$ cat src/rtl/maf_pkg.sv
// maf_pkg: shared widths, sign-flag bit positions and the stage occupancy enum.
package maf_pkg;
  localparam int DEF_LEVEL_W = 288;
  localparam int DEF_EXP_W = 12;
  localparam int DEF_CONT_W = 3;
  localparam int DEF_NSIGN = 6;
  localparam int DEF_CNT_W = 16;
  localparam int S_A = 0;
  localparam int S_B = 1;
  localparam int S_C = 2;
  localparam int S_A_H = 3;
  localparam int S_B_H = 4;
  localparam int S_C_H = 5;
  typedef enum logic [1:0] {EMPTY, ONE, TWO} state_t;
endpackage

$ cat src/rtl/maf_stage_slot.sv
// maf_stage_slot: payload register bundle with load enable and synchronous clear.
module maf_stage_slot #(
  parameter int W = 8
) (
  input  logic         clk,
  input  logic         clr,
  input  logic         load,
  input  logic [W-1:0] data,
  output logic [W-1:0] q
);
  always_ff @(posedge clk)
    if (clr) q <= '0;
    else if (load) q <= data;
endmodule

$ cat src/rtl/maf_stage_reg.sv
// maf_stage_reg: two-entry skid pipeline register for the MAF partial-product stage.
module maf_stage_reg
  import maf_pkg::*;
#(
  parameter int LEVEL_W = DEF_LEVEL_W,
  parameter int EXP_W = DEF_EXP_W,
  parameter int CONT_W = DEF_CONT_W,
  parameter int NSIGN = DEF_NSIGN,
  parameter int CNT_W = DEF_CNT_W
) (
  input  logic               clk,
  input  logic               rst,
  input  logic               flush,
  input  logic               in_valid,
  output logic               in_ready,
  input  logic [LEVEL_W-1:0] level_in,
  input  logic [NSIGN-1:0]   sign_in,
  input  logic [CONT_W-1:0]  cont_in,
  input  logic [EXP_W-1:0]   d_in,
  input  logic [EXP_W-1:0]   e_in,
  output logic               out_valid,
  input  logic               out_ready,
  output logic [LEVEL_W-1:0] level_out,
  output logic [NSIGN-1:0]   sign_out,
  output logic [CONT_W-1:0]  cont_out,
  output logic [EXP_W-1:0]   d_out,
  output logic [EXP_W-1:0]   e_out,
  output logic [CNT_W-1:0]   stall_cnt
);
  localparam int PW = LEVEL_W + NSIGN + CONT_W + 2 * EXP_W;
  state_t state, state_nx;
  logic xin, xout, main_load, skid_load;
  logic [PW-1:0] in_pl, main_d, main_q, skid_q;
  assign in_pl = {level_in, sign_in, cont_in, d_in, e_in};
  assign {level_out, sign_out, cont_out, d_out, e_out} = main_q;
  assign xin = in_valid && in_ready;
  assign xout = out_valid && out_ready;
  // in_ready is registered from the next state so it never depends on out_ready
  always_ff @(posedge clk)
    if (rst) begin
      state <= EMPTY;
      in_ready <= 1'b1;
    end else begin
      state <= state_nx;
      in_ready <= state_nx != TWO;
    end
  always_comb begin
    state_nx = state;
    if (flush) state_nx = EMPTY;
    else
      case (state)
        EMPTY: state_nx = xin ? ONE : EMPTY;
        ONE: state_nx = (xin && !xout) ? TWO : (!xin && xout) ? EMPTY : ONE;
        TWO: state_nx = xout ? ONE : TWO;
        default: state_nx = EMPTY;
      endcase
  end
  always_comb begin
    out_valid = state != EMPTY;
    main_load = !flush && (state == TWO ? xout : state == ONE ? xin && xout : xin);
    skid_load = !flush && state == ONE && xin && !xout;
    main_d = state == TWO ? skid_q : in_pl;
  end
  always_ff @(posedge clk)
    if (rst) stall_cnt <= '0;
    else if (out_valid && !out_ready && !(&stall_cnt)) stall_cnt <= stall_cnt + 1'b1;
  maf_stage_slot #(.W(PW)) u_main (
    .clk(clk), .clr(rst), .load(main_load), .data(main_d), .q(main_q)
  );
  maf_stage_slot #(.W(PW)) u_skid (
    .clk(clk), .clr(rst), .load(skid_load), .data(in_pl), .q(skid_q)
  );
endmodule

$ cat config.mk
export PLATFORM = sky130hd
export DESIGN_NAME = maf_stage_reg
export DESIGN_NICKNAME = d
export VERILOG_FILES = /design/src/rtl/maf_pkg.sv /design/src/rtl/maf_stage_slot.sv /design/src/rtl/maf_stage_reg.sv
export SDC_FILE = /design/constraint.sdc
export NUM_CORES = 1
export LEC_CHECK = 0
export ABC_AREA = 1
export BUFFER_PORTS_ARGS = -buffer_cell sky130_fd_sc_hd__buf_2
export CORE_AREA = 2 2 258 260
export DETAILED_ROUTE_END_ITERATION = 16
export DIE_AREA = 0 0 260 262
export PLACE_DENSITY = 0.7
export SYNTH_ARGS = -nofsm -noshare
export SYNTH_HDL_FRONTEND = slang
export SYNTH_SLANG_ARGS = --single-unit
$ cat constraint.sdc
create_clock -name clk -period 2.3 [get_ports clk]
set_clock_uncertainty 0.2 [all_clocks]
set_input_delay 0.115 -clock clk [delete_from_list [all_inputs] [get_ports clk]]
set_output_delay 0.115 -clock clk [all_outputs]
set_load 0.01 [all_outputs]
==> run summary <==
outcome - complete, no violations
CP most frequent cell - nor2_1
routability cong. - 0.835
DP HPWL - 56.8 mm
Starting Density - 41.4%
Critical Path Max Stage Delay - 450 ps
cell family with most CP delay - buffers and inverters
CP Cell Sequence - nand2_4 > a21oi_2 > nand2_8 > inv_8 > buf_4 > nor2_1 > nor2_1
top post-synthesis cells by count - nor2_1, nand2_1, dfxtp_1, o21ai_0, o21ai_1
final setup violation count - 0
syn_nets - 4,287
fraction of registers with async set/reset - 0%
fin crit share - 93.9%
Vias - 28,353
Critical Path RT - 2640 ps
worst slew pin tran - 621 ps
setup bufs post-CTS - 0
clock transition at the registers of the reported paths - 60 ps
Yosys warning total - 0
CTS sink count - 661
Layout Nets - 5,156
pin count of the biggest net entering global routing - 97
EDFF count, synth - 0
FF-to-FF path depth - 7
wire length per cell - 15.5 um
sequential share of the synthesized area - 48.9%
setup_tns - 0 ps
CP Launch Point - state[1]
full die area - 68,100 um2
chip height - 262 um
Max Fclk - 463 MHz
GRT Util Overall - 25.0%
Setup CP Type - flop to flop
Synth Instances - 3,960
Max FO, Critical Path - 32
clock tree from TritonCTS - done
clock latency on the worst-skew pair - 610 ps
worst r2r src - state[1]
H-tree depth - 3
cts bufs inserted - 73
ANT nets after route - 0
width of the chip - 260 um
Synth area leaders - dfxtp_1, nor2_1, nand2_1, o21ai_0, o21ai_1
RSZ-0062 raised after global routing - false
GRT overflow - 0
area occupied by multi-input gates - 12,200 um2
first-pass GRT wire length - 139 mm
total core area - 65,300 um2
final WL - 89.1 mm
Avg Inst Size Synth - 6.83 um2
FF-to-FF End - u_main.q[58]
Leak - 16.9 nW
power density over cell area - 747 nW/um2
CP endpoint - u_main.q[58]
top_reg_cell synth - dfxtp_1
Yosys reg bits - 661
IO Port Bufs - 664
DR pass1 iterations - 5
Worst setup SP type - flop
CP arrival - 2500 ps
Area Overhead vs Synth - 36.0%
WP depth - 7
Final Max Tran Viols - 0
std cell rows - 94
Worst Setup End Kind - flop
Final Instance Count excl. Fillers - 5,757
Synth cell types - 28
share of cells above drive strength 1 - 18.1%
maximum root-to-sink buffer count - 3
reg-to-reg slack, setup - 140 ps
top-count cell post-synth - nor2_1
Residual DRC - 0
Slew HR - 58.5%
Fillers - 5,996
Cell Area, Synth - 27,000 um2
Hold/Removal Path Class - input pin to flop
number of DRC markers in iteration 0 - 2,583
Worst IR Drop VDD - 605 uV
largest area contributor in the netlist - dfxtp_1
hold violation count in the final report - 0
area share of the largest cell type after synthesis - 48.9%
initial antenna violation count - 6
number of I/O pins - 665
vias in the first global route - 26,453
DP Cell Count - 5,293
Buf+Inv Stages, Crit Path - 2
CP max-delay cell - dfxtp_1
Final min period - 2160 ps
Max-Cap Viols - 0
Reg area - 13,200 um2
Root Buffer Master - clkbuf_16
Via-to-Cell Ratio - 4.92
==> cell type report <==
cell class / count / area share, %
Antenna cell: 9 / 0.0613
Clock buffer: 107 / 5.87
Clock inverter: 23 / 0.606
Inverter: 40 / 0.490
Multi-Input combinational cell: 2975 / 33.2
Sequential cell: 661 / 36.0
Tap cell: 864 / 2.94
Timing Repair Buffer: 1078 / 20.9
==> through the flow <==
step	hold slack [ps]	setup slack (ps)	util [%]	area, um2	total power [W]
finish	98.1	141	56.3	36800	0.0275
global route	94.3	14.8	56.3	36800	0.0286
CTS	53.6	103	56.3	36700	0.0276
detailed placement	175	26.2	47.6	31100	0.0156
global placement	167	65.5	47.6	31100	0.0155
floorplan	-15.9	590	-	27000	0.0142
==> worst reg2reg max path, stage by stage (launching register included) <==
cell and delay (ps):
dfxtp_1 450, nand2_4 170, a21oi_2 280, nand2_8 110
inv_8 240, buf_4 400, nor2_1 110, nor2_1 150
==> what timing repair did <==
item / 4_1_cts / 5_1_grt
hold buffers: 325 / 0
gates resized for setup: 1 / 1
hold endpoints to repair: 658 / 0
endpoints found under the setup margin: 1 / 2
==> where the power goes <==
part	leakage, nW	internal, W	switching [W]	total, W
Clock	1.17	0.00677	0.00487	0.0116
Sequential	5.40	0.0120	0.000345	0.0124
Combinational	10.3	0.00154	0.00192	0.00347
==> kinds of logic (layout without fill, tap and decap cells) <==
family | after synthesis | in the layout | share of synthesized area [%]
AND/OR/NAND/NOR | 2267 | 2267 | 31.7
adder cells (fa/ha/maj) | 1 | 1 | 0.0463
AO/OA/AOI/OAI | 700 | 700 | 13.0
flip-flops | 661 | 661 | 48.9
other | 0 | 9 | 0
buffers and inverters | 324 | 1248 | 6.10
XOR/XNOR | 7 | 7 | 0.227
==> registers in the layout, summed over array words and instances, names as in the netlist <==
register,count
state,2
u_main.q,321
u_skid.q,321
in_ready,1
stall_cnt,16
==> cells in the final DEF, fill, tap and decap left out, drive strengths merged <==
| master | netlist | layout |
|---|---|---|
| diode | 0 | 9 |
| nor2 | 1270 | 1270 |
| bufinv | 0 | 2 |
| o211ai | 1 | 1 |
| xnor2 | 3 | 3 |
| dlygate4sd3 | 0 | 325 |
| nor3b | 1 | 1 |
| clkbuf | 110 | 107 |
| o21ai | 664 | 664 |
| nor3 | 1 | 1 |
| clkinvlp | 0 | 2 |
| nand3 | 12 | 12 |
| nand2 | 977 | 977 |
| a21oi | 35 | 35 |
| xor2 | 4 | 4 |
| buf | 174 | 753 |
| dfxtp | 661 | 661 |
| inv | 40 | 44 |
| ha | 1 | 1 |
| clkinv | 0 | 15 |
| nand4 | 5 | 5 |
| nand3b | 1 | 1 |
==> metal layers <==
layer	up-vias	part of all wire (%)	track usage, %
met5	-	0.015	0
met4	2	4.6	12.2
met3	271	6.4	4.64
met2	1017	48	41.7
met1	12865	41	31.0
li1	14198	-	-
==> how the worst min path moves through the flow <==
stage | startpoint | end | slack (ps) | depth (start not counted)
5_1_grt | level_in[238] | u_skid.q[271] | 90 | 4
3_3_place_gp | level_in[230] | u_skid.q[263] | 170 | 3
2_1_floorplan | rst | stall_cnt[1] | -20 | 1
4_1_cts | level_in[205] | u_skid.q[238] | 50 | 4
3_5_place_dp | level_in[200] | u_skid.q[233] | 180 | 3
6_report | level_in[208] | u_skid.q[241] | 100 | 4
Power figures use the tool's default switching activity.
